--- src/rtl/fifo_wr_rr_arbiter.sv ---
// Round-robin write-port arbiter for the 8-entry sync FIFO: NREQ producers,
// bounded bursts, combinational write strobe, stall counter and sticky error.
module fifo_wr_rr_arbiter #(
  parameter int NREQ  = 4,
  parameter int IDW   = 2,
  parameter int DW    = 8,
  parameter int BURST = 4,
  parameter int CNTW  = 8
) (
  input  logic               clk,
  input  logic               rst,
  input  logic               en,
  input  logic [NREQ-1:0]    req_valid,
  input  logic [NREQ*DW-1:0] req_data,
  output logic [NREQ-1:0]    req_ready,
  input  logic               fifo_full,
  input  logic               fifo_wr_err,
  output logic               fifo_we,
  output logic [DW-1:0]      fifo_din,
  output logic [IDW-1:0]     grant_id,
  output logic [CNTW-1:0]    stall_cnt,
  output logic               wr_err_stky
);

  localparam int BCW = (BURST < 2) ? 1 : $clog2(BURST + 1);

  localparam logic [0:0] ST_ARB  = 1'b0;
  localparam logic [0:0] ST_HOLD = 1'b1;

  logic [0:0]      state_q, state_d;
  logic [IDW-1:0]  ptr_q, ptr_d;
  logic [BCW-1:0]  burst_q, burst_d;
  logic [IDW-1:0]  grant_id_q, grant_id_d;
  logic [CNTW-1:0] stall_q, stall_d;
  logic            err_q, err_d;

  logic [IDW-1:0]  cand;
  logic [IDW-1:0]  winner;
  logic            found;
  logic            use_hold;
  logic            grant_ok;
  logic [IDW-1:0]  grant_idx;

  // Rotating priority scan starting just after the last-granted requester.
  // NOTE: every signal written in always_comb gets a default first, so no
  // path leaves it unassigned and no latch is inferred.
  always_comb begin
    cand   = '0;
    winner = '0;
    found  = 1'b0;
    for (int k = 1; k <= NREQ; k++) begin
      cand = IDW'((int'(ptr_q) + k) % NREQ);
      if (!found && req_valid[cand]) begin
        found  = 1'b1;
        winner = cand;
      end
    end
  end

  always_comb begin
    use_hold  = (state_q == ST_HOLD) && en && req_valid[ptr_q];
    grant_ok  = !rst && en && !fifo_full && (use_hold || found);
    grant_idx = use_hold ? ptr_q : winner;
    req_ready = '0;
    if (grant_ok) req_ready[grant_idx] = 1'b1;
  end

  always_comb begin
    fifo_we  = |(req_valid & req_ready);
    fifo_din = '0;
    for (int i = 0; i < NREQ; i++) begin
      if (req_ready[i]) fifo_din = req_data[i*DW +: DW];
    end
  end

  always_comb begin
    state_d    = state_q;
    ptr_d      = ptr_q;
    burst_d    = burst_q;
    grant_id_d = grant_id_q;
    if (fifo_we) begin
      if (use_hold) begin
        burst_d = burst_q + BCW'(1);
        state_d = (burst_d == BCW'(BURST)) ? ST_ARB : ST_HOLD;
      end else begin
        ptr_d      = winner;
        grant_id_d = winner;
        burst_d    = BCW'(1);
        state_d    = (BURST > 1) ? ST_HOLD : ST_ARB;
      end
    end else if ((state_q == ST_HOLD) && !use_hold) begin
      state_d = ST_ARB;
    end
  end

  // Stall counter saturates rather than wraps.
  always_comb begin
    stall_d = stall_q;
    if (|req_valid && en && fifo_full && (stall_q != '1)) stall_d = stall_q + CNTW'(1);
    err_d = err_q | fifo_wr_err;
  end

  // NOTE: sequential state uses non-blocking assignments only, so every
  // register samples the pre-edge values regardless of statement order.
  always_ff @(posedge clk) begin
    if (rst) begin
      state_q    <= ST_ARB;
      ptr_q      <= IDW'(NREQ - 1);
      burst_q    <= '0;
      grant_id_q <= '0;
      stall_q    <= '0;
      err_q      <= 1'b0;
    end else begin
      state_q    <= state_d;
      ptr_q      <= ptr_d;
      burst_q    <= burst_d;
      grant_id_q <= grant_id_d;
      stall_q    <= stall_d;
      err_q      <= err_d;
    end
  end

  assign grant_id    = grant_id_q;
  assign stall_cnt   = stall_q;
  assign wr_err_stky = err_q;

endmodule
--- config.mk ---
export PLATFORM = sky130hd
export DESIGN_NAME = fifo_wr_rr_arbiter
export DESIGN_NICKNAME = d
export VERILOG_FILES = /design/src/rtl/fifo_wr_rr_arbiter.sv
export SDC_FILE = /design/constraint.sdc
export NUM_CORES = 1
export LEC_CHECK = 0
export ABC_AREA = 1
export CELL_PAD_IN_SITES_DETAIL_PLACEMENT = 1
export CELL_PAD_IN_SITES_GLOBAL_PLACEMENT = 1
export CORE_UTILIZATION = 27
export DETAILED_ROUTE_END_ITERATION = 6
export PLACE_DENSITY = 0.87
export SYNTH_ARGS = -nofsm -noshare
export SYNTH_HDL_FRONTEND = slang
export SYNTH_SLANG_ARGS = --single-unit
--- constraint.sdc ---
create_clock -name clk -period 3.62 [get_ports clk]
set_clock_uncertainty 0.15 [all_clocks]
set_input_delay 1.086 -clock clk [delete_from_list [all_inputs] [get_ports clk]]
set_output_delay 1.086 -clock clk [all_outputs]
set_load 0.01 [all_outputs]
==> key figures <==
STA
  – Worst slew pin tran: 0.458 ns
  – Final slew viol count: 0
  – RSZ-0062 raised after global routing: true
  – FMAX: 0.248 GHz
  – Fin. Hold Viols: 0
  – Endpoints failing setup: 12
  – PnR worst setup slack: -0.413 ns
  – Fin crit share: 111%
  – Minimum clock period: 4.03 ns
  – Slew HR: 69.2%

Clocking
  – Clk buf depth: 2
  – H-tree depth: 1
  – CTS tree: built
  – Clock transition at path regs: 0.06 ns
  – Root Buffer: clkbuf_8
  – # hold bufs at CTS: 0
  – Clk_lat worst skew: 0.25 ns
  – Num CTS Buffers: 3
  – Clock sink total: 17

Detailed routing
  – Vias/cell: 5.07
  – First-pass detailed-route iteration total: 6
  – Final WL: 7010 um
  – DRT iter0 DRCs: 65
  – DRC violation count after routing: 0
  – ANT nets after route: 0
  – Via count: 1,956
  – Routed len/inst: 18.2 um

Floorplanning
  – Die area: 0.00526 mm^2
  – Initial core utilization: 28.3%
  – I/O Pins: 65
  – Chip Width: 72.5 um
  – Area of the core: 0.00475 mm^2
  – Num rows: 25
  – Die Y: 72.5 um

Synth
  – Post-synthesis cell count: 207
  – Seq/Total Area, Yosys: 25.3%
  – Average cell area after synthesis: 6.49 um^2
  – Flops & latches, synth: 17
  – Synth Warn #: 0
  – Mapped cell area: 0.00134 mm^2
  – Total nets after synthesis: 251
  – Synth cell types: 26

Global route
  – First-pass GRT wire length: 9750 um
  – Initial antenna violation count: 0
  – GRT overflow: 0
  – Gr usage total: 24.1%
  – Grt peak-use layer: met2
  – Met1 usage: 24.5%
  – Largest net degree at the start of global routing: 16
  – Met2 Use GR: 46.9%
  – Number of global-route vias before repair: 2,079
  – Met3 usage: 5.28%

Power and ir drop
  – Peak supply drop: 197 uV
  – Leakage power: 0.00123 uW
  – Power per Cell Area: 248 mW/mm^2

Cells and area
  – Fin util: 55.0%
  – Commonest non-fill, non-tap cells in the layout: nand2_1, clkdlybuf4s50_1, buf_4
  – Commonest non-fill, non-tap cell in the layout: nand2_1
  – Area of the multi-input gates: 991 um^2
  – Layout Area Growth over Synthesis: 94.7%
  – Filler cells: 598
  – Reg area: 340 um^2
  – Number of antenna diodes: 0
  – Layout Nets: 364
  – Share of cells above drive strength 1: 38.9%

Worst setup path
  – Kind of critical path: primary input to output port
  – Crit-path max FO: 4
  – CP Launch Type: primary input
  – Crit end category: output port
  – Arrival time at the worst endpoint: 2.80 ns
  – Worst path required time: 2.38 ns

Status
  – Failing checks: setup timing
  – Status: finished, violations left

Placed design
  – Detail Placement HPWL: 3960 um
  – Pre-CTS WS: -1.03 ns
  – Port bufs: 64
  – GP Congestion: 0.830

Hold path
  – Hold Crit Class: flop to flop

Run
  – Max-capacitance violation count: 0
-- timing repair --
item	CTS	global route
pin swaps	30	15
gates resized for setup	104	28
setup endpoints to repair	13	13
buffers inserted	27	7
endpoints found under the hold margin	0	0
gates cloned	1	0
-- logic make-up (layout without fill, tap and decap cells) --
family                   count (synthesis)  in the layout  synth area share [%]
AND/OR/NAND/NOR                        131            132                  50.3
flip-flops                              17             17                  25.3
buffers and inverters                   28            139                  10.3
adder cells (fa/ha/maj)                  3              3                  2.79
AO/OA/AOI/OAI                           28             28                  11.3
-- synthesized netlist by cell type, drive strengths merged --
| master | instances | share of area [%] |
|---|---|---|
| a21boi | 1 | 0.56 |
| a21oi | 12 | 4.5 |
| a31oi | 1 | 0.47 |
| buf | 6 | 3.6 |
| clkbuf | 1 | 0.28 |
| dfxtp | 17 | 25 |
| ha | 3 | 2.8 |
| inv | 21 | 6.4 |
| nand2 | 80 | 25 |
| nand3 | 9 | 5.6 |
| nand4 | 21 | 9.8 |
| nor2 | 18 | 7.4 |
| nor3 | 1 | 0.37 |
| nor4 | 1 | 1.6 |
| o211a | 1 | 0.74 |
| o211ai | 1 | 0.56 |
| o21ai | 12 | 4.5 |
| or2 | 1 | 0.47 |
-- report_power, final --
part	switching, uW	internal [uW]
logic	155	153
registers	6.79	194
clock network	63.9	76.3
total	226	424
-- cell type report --
| cell class | instances | area share, % |
|---|---|---|
| clock buffer | 3 | 1.58 |
| clock inverter | 1 | 0.191 |
| inverter | 21 | 3.40 |
| multi-input combinational | 163 | 37.9 |
| sequential | 17 | 13.0 |
| tap | 67 | 3.20 |
| timing repair buffer | 114 | 40.7 |
-- sequential cells by signal, indices dropped and copies added, names as in the netlist --
name / count
state_q: 1
ptr_q: 2
wr_err_stky: 1
stall_cnt: 8
burst_q: 3
grant_id: 2
-- metrics by stage --
| step | cell area (um^2) | TNS, ns | hold WS [ns] | instances | power [uW] |
|---|---|---|---|---|---|
| CTS | 2470 | -2.09 | 0.329 | 380 | 603 |
| global route | 2620 | -4.61 | 0.374 | 386 | 682 |
| finish | 2620 | -3.52 | 0.329 | 386 | 649 |
| detailed placement | 2160 | -12.21 | 0.313 | 348 | 420 |
| global placement | 2160 | -11.79 | 0.301 | 348 | 410 |
| floorplan | 1340 | 0 | 0.287 | 207 | 309 |
-- critical path, cell delays in order --
cell	delay, ns
buf_8	0.08
nand2_1	0.08
nand3_2	0.10
nand2_2	0.07
buf_4	0.13
nand4_1	0.11
nand2_2	0.09
inv_2	0.08
nand2_1	0.07
nand2_1	0.09
nand2_2	0.09
buf_4	0.15
nor2_4	0.19
buf_6	0.14
nand2_2	0.04
nand4_1	0.06
buf_2	0.14
-- final timing paths --
| check | from | endpoint | slack [ns] | depth (start not counted) |
|---|---|---|---|---|
| setup / recovery | req_valid[3] | fifo_din[0] | -0.41 | 17 |
| setup reg to reg | ptr_q[1] | ptr_q[0] | 1.24 | 12 |
| hold / removal | wr_err_stky | wr_err_stky | 0.33 | 2 |
| hold reg to reg | wr_err_stky | wr_err_stky | 0.33 | 2 |
-- metal layers --
metal | up-vias | share of wire (%)
li1 | 911 | -
met1 | 943 | 39
met2 | 77 | 52
met3 | 25 | 5.7
met4 | 0 | 3.3
met5 | - | 0
No activity file was read; power rests on OpenSTA's default activity.
